### config.mk
export PLATFORM = sky130hd
export DESIGN_NAME = load_data_unit
export DESIGN_NICKNAME = d
export VERILOG_FILES = /design/src/rtl/load_data_unit.sv
export SDC_FILE = /design/constraint.sdc
export NUM_CORES = 1
export LEC_CHECK = 0
export ABC_AREA = 0
export CAP_MARGIN = 30
export CORE_UTILIZATION = 30
export CTS_CLUSTER_DIAMETER = 100
export DETAILED_ROUTE_END_ITERATION = 7
export PLACE_DENSITY = 0.52
export SLEW_MARGIN = 20
export SYNTH_ARGS = -nofsm -noshare
export SYNTH_HDL_FRONTEND = slang
export SYNTH_SLANG_ARGS = --single-unit
### constraint.sdc
create_clock -name clk -period 2.2 [get_ports clk]
set_clock_uncertainty 0.2 [all_clocks]
set_input_delay 0.55 -clock clk [delete_from_list [all_inputs] [get_ports clk]]
set_output_delay 0.55 -clock clk [all_outputs]
set_load 0.005 [all_outputs]
### src/rtl/load_data_unit.sv
`default_nettype none
// ============================================================================
// Module   : load_data_unit
// Purpose  : RV32I multi-cycle load path; one or two word reads, then align and extend
// Revision : 1.0  initial release
// ============================================================================
module load_data_unit (
  input  logic        clk,
  input  logic        rst_n,
  input  logic        req_valid,
  output logic        req_ready,
  input  logic [31:0] req_addr,
  input  logic [2:0]  req_func3,
  output logic        mem_rd_valid,
  input  logic        mem_rd_ready,
  output logic [31:0] mem_rd_addr,
  input  logic        mem_rdata_valid,
  input  logic [31:0] mem_rdata,
  output logic        rsp_valid,
  input  logic        rsp_ready,
  output logic [31:0] rsp_data,
  output logic        rsp_err
);

  typedef enum logic [2:0] {
    IDLE  = 3'd0,
    RD0   = 3'd1,
    WAIT0 = 3'd2,
    RD1   = 3'd3,
    WAIT1 = 3'd4,
    RESP  = 3'd5
  } state_t;

  localparam logic [2:0] F3_LB  = 3'b000;
  localparam logic [2:0] F3_LH  = 3'b001;
  localparam logic [2:0] F3_LW  = 3'b010;
  localparam logic [2:0] F3_LBU = 3'b100;
  localparam logic [2:0] F3_LHU = 3'b101;

  state_t      state;
  logic [1:0]  offset;
  logic [2:0]  func3;
  logic        split;
  logic [31:0] word0;

  function automatic logic is_legal(input logic [2:0] f);
    return (f == F3_LB) || (f == F3_LH) || (f == F3_LW) ||
           (f == F3_LBU) || (f == F3_LHU);
  endfunction

  // A load crosses a word boundary when its last byte lives in the next word.
  function automatic logic needs_split(input logic [2:0] f, input logic [1:0] off);
    return ((f == F3_LH || f == F3_LHU) && off == 2'd3) ||
           ((f == F3_LW) && off != 2'd0);
  endfunction

  function automatic logic [31:0] align_extend(input logic [31:0] hi,
                                               input logic [31:0] lo,
                                               input logic [1:0]  off,
                                               input logic [2:0]  f);
    logic [31:0] raw;
    raw = 32'({hi, lo} >> {off, 3'b000});
    case (f)
      F3_LB:   return {{24{raw[7]}}, raw[7:0]};
      F3_LBU:  return {24'h0, raw[7:0]};
      F3_LH:   return {{16{raw[15]}}, raw[15:0]};
      F3_LHU:  return {16'h0, raw[15:0]};
      default: return raw;
    endcase
  endfunction

  always_ff @(posedge clk or negedge rst_n) begin
    if (!rst_n) begin
      state        <= IDLE;
      req_ready    <= 1'b1;
      mem_rd_valid <= 1'b0;
      mem_rd_addr  <= 32'h0;
      rsp_valid    <= 1'b0;
      rsp_data     <= 32'h0;
      rsp_err      <= 1'b0;
      offset       <= 2'd0;
      func3        <= 3'd0;
      split        <= 1'b0;
      word0        <= 32'h0;
    end else begin
      case (state)
        IDLE: begin
          if (req_valid) begin
            offset    <= req_addr[1:0];
            func3     <= req_func3;
            split     <= needs_split(req_func3, req_addr[1:0]);
            req_ready <= 1'b0;
            if (!is_legal(req_func3)) begin
              rsp_valid <= 1'b1;
              rsp_err   <= 1'b1;
              rsp_data  <= 32'h0;
              state     <= RESP;
            end else begin
              mem_rd_valid <= 1'b1;
              mem_rd_addr  <= {req_addr[31:2], 2'b00};
              state        <= RD0;
            end
          end
        end
        RD0: begin
          if (mem_rd_ready) begin
            mem_rd_valid <= 1'b0;
            state        <= WAIT0;
          end
        end
        WAIT0: begin
          if (mem_rdata_valid) begin
            word0 <= mem_rdata;
            if (split) begin
              mem_rd_valid <= 1'b1;
              mem_rd_addr  <= mem_rd_addr + 32'd4;  // wraps naturally at 2^32
              state        <= RD1;
            end else begin
              rsp_valid <= 1'b1;
              rsp_err   <= 1'b0;
              rsp_data  <= align_extend(32'h0, mem_rdata, offset, func3);
              state     <= RESP;
            end
          end
        end
        RD1: begin
          if (mem_rd_ready) begin
            mem_rd_valid <= 1'b0;
            state        <= WAIT1;
          end
        end
        WAIT1: begin
          if (mem_rdata_valid) begin
            rsp_valid <= 1'b1;
            rsp_err   <= 1'b0;
            rsp_data  <= align_extend(mem_rdata, word0, offset, func3);
            state     <= RESP;
          end
        end
        RESP: begin
          if (rsp_ready) begin
            rsp_valid <= 1'b0;
            req_ready <= 1'b1;
            state     <= IDLE;
          end
        end
        default: begin
          state        <= IDLE;
          req_ready    <= 1'b1;
          mem_rd_valid <= 1'b0;
          rsp_valid    <= 1'b0;
        end
      endcase
    end
  end

endmodule
`default_nettype wire
== After elaboration in Yosys (flattened, before gate mapping) ==
Cells that the tools add are included.
Storage, ports and cells
  flip-flop bits (word level): 109
  input bits: 73
  output and inout bits: 68
  logic and storage cells: 108
Cells by class
  add/subtract/negate cells: 1
  equal/unequal tests: 24
  shifts and indexed selects: 2
  mux-type cells: 42
  bitwise logic cells: 3
  reduce and logical (&&, ||, !) cells: 25
Operators with widths (count)
  32-bit 2-to-1 mux: 9
  32-bit case mux with 4 select lines: 2
  32-bit case mux with 3 select lines: 1
  32-bit case mux with 2 select lines: 1
  64-bit by 5-bit right shift with 32-bit output: 1
  32-bit by 3-bit adder with 32-bit output, second input constant: 1
  32-bit by 5-bit right shift with 32-bit output: 1
  3-bit 2-to-1 mux: 8
  2-bit != test, second input constant: 10
  3-bit equality test, second input constant: 6
  3-bit case mux with 6 select lines: 1
  6-bit AND reduction: 3
  1-bit 2-to-1 mux: 16
  3-bit by 1-bit equality test with 1-bit output, second input constant: 3
  3-bit by 2-bit equality test with 1-bit output, second input constant: 3
  3-bit zero test: 3
  7-bit AND reduction: 1
  1-bit logical OR: 6
  1-bit case mux with 3 select lines: 2
  1-bit case mux with 5 select lines: 1
  5-bit AND reduction: 1
  1-bit case mux with 4 select lines: 1
  2-bit AND reduction: 2
  2-bit nonzero test: 2
  other kinds (8): 12

== Logic depth before layout (Yosys ltp) ==
  depth after elaboration: 8
  depth in mapped cells: 9
  depth with buffers taken out: 6

== Worst setup path before layout ==
Ideal clock, no wire load.
  path kind: in2reg
  start: input port mem_rdata[31]
  end: register rsp_data[19]
  library setup time: 0.121 ns
  arrival: 1.695 ns
  data required time: 1.879 ns
  path slack: 0.184 ns
  stages: 5
  cells stage by stage: mux4_2 > o2111ai_2 > nand3_4 > buf_6 > o22a_1
On the way
  cells in the longest elaborated chain, start to end: 5
  elaborated cells between the ends (all ways): 8
RTL lines
  start: declaration: line 18  | input logic [31:0] mem_rdata,
  32-bit by 5-bit right shift with 32-bit output: line 62  | raw = 32'({hi, lo} >> {off, 3'b000});
  32-bit case mux with 4 select lines: line 63  | case (f)
  32-bit 2-to-1 mux: line 114  | if (split) begin
  32-bit 2-to-1 mux: line 112  | if (mem_rdata_valid) begin
  32-bit case mux with 3 select lines *: line 86  | case (state)
  end signal: assignment: line 121  | rsp_data <= align_extend(32'h0, mem_rdata, offset, func3);
  end signal: assignment: line 136  | rsp_data <= align_extend(mem_rdata, word0, offset, func3);
  end: declaration: line 21  | output logic [31:0] rsp_data,
Every way passes the cells marked *; elsewhere a longest branch is shown, timed or not. The select of a mux whose other input is x is not followed.
A chain may end at the register's enable or synchronous reset.

== Worst setup path after layout ==
  start: input port mem_rdata_valid
  end: register rsp_data[22]
On the way
  cells in the longest elaborated chain, start to end: 2
  elaborated cells between the ends (all ways): 3
RTL lines
  start: declaration: line 17  | input logic mem_rdata_valid,
  2-bit != test (no source line)
  6-bit AND reduction (no source line) *
Every way passes the cells marked *; elsewhere a longest branch is shown, timed or not.

==> metrics.yaml <==
status: "finished clean"
area_delta_synth_final_pct: 40.2
synthArstFlopShare: 1.00
wl_met3_um: 1220
worstPathArrival_ns: 2.20
crit_buf_inv: 3
track_usage: 0.195
fin_nets: 909
crit_path_top_delay_cell: "clkdlybuf4s50_1"
gp_congestion: 0.853
hp-class: "flip-flop to flip-flop"
die_w_um: 149
top_layer: "met5"
yosysSeqAreaShare: 0.411
core_area_sq_um: 21200
avgSynthCellArea_sq_um: 9.75
drt-initial-drc-count: 383
die_h_um: 149
fin_util: 0.432
drive_above_1_share: 0.194
cap_violations: 0
grt_first_pass_wirelength_um: 33700
fmax_mhz: 465
wl_met2_um: 10200
num_vias: 6167
crit_path_max_incr_delay_ns: 0.42
crit_path_max_fanout: 24
synth_edf_count: 0
syn-cell-area_sq_um: 6520
grt_max_degree: 62
cts_sinks: 107
dieArea_sq_um: 22300
clockBufferDepth: 2
hpwl_um: 15200
synthTopCellsByCount: "dfrtp_1, a21oi_1, nor2_1, mux2_2, mux2i_1"
finalCritPeriodShare: 0.977
wl_um: 21700
min_period_ns: 2.15
worstSetupPathType: "primary input to flip-flop"
first_pass_iters: 5
critPathLaunchType: "primary input"
crit_cells: 7
synth_ff_type: "dfrtp_1"
route.detailed.drc: 0
total_power_mw: 13.3
rsz0062_at_grt: "no"
p_leak_nw: 3.73
setup_viol: 0
grt_pass1_vias: 6022
min_path_cells: 2
clkLatencyLatePin_ns: 0.36
synth_seq_cells: 107
start_util: 0.308
ios: 141
viasPerCell: 5.53
htreeDepth: 3
netlist.area_leader.share: 0.407
path_cells: "clkdlybuf4s50_1, and2_1, a221oi_4, a211oi_4, buf_12, clkbuf_16, o22a_1"
maxSlewViolCount: 0
antenna_found_initial: 2
cts_root_buf: "clkbuf_16"
vdd_ir_drop_max_v: 0.000574
ant_nets: 0
port_buffers: 138
multiInputGateArea_sq_um: 3600
fillers: 2008
finalHoldViolCount: 0
synth_area_leaders: "dfrtp_1, mux2_2, mux2i_1, a21oi_1, nor2_1"
cp.required_ns: 2.25
netlist_instances: 669
synth_top_cell_by_area: "dfrtp_1"
gr-total-overflow: 0
yosysWarnings: 0
num_rows: 53
cts_tree: "built"
critical-path-top-delay-family: "buffers and inverters"
wl_per_cell_um: 19.4
synth.most_common_cell: "dfrtp_1"
power.density_nw_per_um2: 1450
critPathCaptureType: "flip-flop"
seq_area_sq_um: 2680
cts_buffers: 9
r2r_cells: 6
synth.distinct_cells: 61
wl_met1_um: 9900
clk_pin_slew_worst_paths_ns: 0.07
==> routing by layer <==
layer | track usage | up-vias
li1 | - | 2865
met1 | 0.263 | 3063
met2 | 0.311 | 212
met3 | 0.0366 | 25
met4 | 0.0653 | 2
met5 | 0 | -
==> cells in the final DEF (no fill, tap or decap), drive strengths merged, types with 4 or more instances in the layout <==
master | netlist | final
a21o | 4 | 4
a32oi | 9 | 9
mux2 | 45 | 45
a2bb2oi | 15 | 15
clkdlybuf4s50 | 0 | 132
a21oi | 76 | 76
and4 | 5 | 5
buf | 39 | 70
mux2i | 44 | 44
nor2b | 9 | 9
clkbuf | 18 | 12
dlymetal6s2s | 0 | 4
nand3 | 15 | 16
mux4 | 4 | 4
o221ai | 9 | 9
o21ai | 30 | 30
nand2b | 10 | 10
inv | 9 | 11
nand2 | 38 | 38
a22o | 4 | 4
nand3b | 4 | 4
dfrtp | 106 | 106
a32o | 8 | 8
a211oi | 15 | 15
nor3 | 4 | 4
o22a | 20 | 20
and2 | 5 | 5
o22ai | 21 | 21
nor2 | 53 | 53
nand4 | 11 | 11
and3 | 8 | 8
==> worst reg2reg max path: stages (launching register included) <==
cell,delay [ns]
dfrtp_2,0.46
buf_12,0.13
buf_16,0.20
mux2i_1,0.41
nand2b_1,0.10
a32o_1,0.31
o22a_1,0.19
==> kinds of logic (layout without fill, tap and decap cells) <==
kind of cell / Yosys count / count (layout) / share of synthesized area
multiplexers: 93 / 93 / 0.159
buffers and inverters: 66 / 235 / 0.0514
AO/OA/AOI/OAI: 233 / 233 / 0.243
AND/OR/NAND/NOR: 168 / 169 / 0.133
adder cells (fa/ha/maj): 1 / 1 / 0.00192
other: 1 / 3 / 0.000575
flip-flops: 107 / 107 / 0.411
==> repair_timing <==
item,in CTS,in global routing
gates cloned,1,2
pin swaps,2,6
endpoints found under the hold margin,17,0
setup endpoints to repair,18,58
buffers inserted,1,3
hold buffers,1,0
gates resized for setup,6,17
==> power breakdown <==
| part | switching [mW] | internal [mW] |
|---|---|---|
| combinational | 3.45 | 4.01 |
| clock | 0.788 | 1.04 |
| sequential | 0.993 | 2.99 |
==> metrics by stage <==
step                hold WS [ns]  cells  setup slack (ns)  setup TNS, ns  cell area, sq um
CTS                        0.299   1110            0.0152              0              8990
floorplan                 0.0544    670             0.184              0              6530
detailed placement         0.276   1091            -0.445         -22.69              8580
finish                     0.296   1116            0.0504              0              9140
global route               0.320   1115           0.00876              0              9140
global placement           0.279   1091            -0.430         -21.35              8580
==> final cells by class <==
type | instances | area share
clock buffers | 10 | 0.0261
diodes | 1 | 0.000274
flip-flops and latches | 107 | 0.294
inverters | 9 | 0.00370
well taps | 275 | 0.0376
clock inverters | 6 | 0.0103
multi-input cells | 498 | 0.394
repair buffers | 210 | 0.235
==> path summary, 6_finish.rpt <==
| check | end | startpoint | slack, ns |
|---|---|---|---|
| hold / removal | req_ready | req_ready | 0.30 |
| hold reg to reg | req_ready | req_ready | 0.30 |
| setup reg to reg | rsp_data[28] | offset[0] | 0.09 |
| min in group asynchronous | mem_rd_addr[3] | rst_n | 0.43 |
| setup / recovery | rsp_data[22] | mem_rdata_valid | 0.05 |
| max in group asynchronous | mem_rd_addr[24] | rst_n | 0.71 |
==> flip-flops by register name, summed over array words and instances (netlist names) <==
signal        flops
rsp_data         32
word0            32
mem_rd_addr      30
offset            2
mem_rd_valid      1
rsp_err           1
state             3
split             1
req_ready         1
rsp_valid         1
func3             3
No activity file was read; power rests on OpenSTA's default activity.
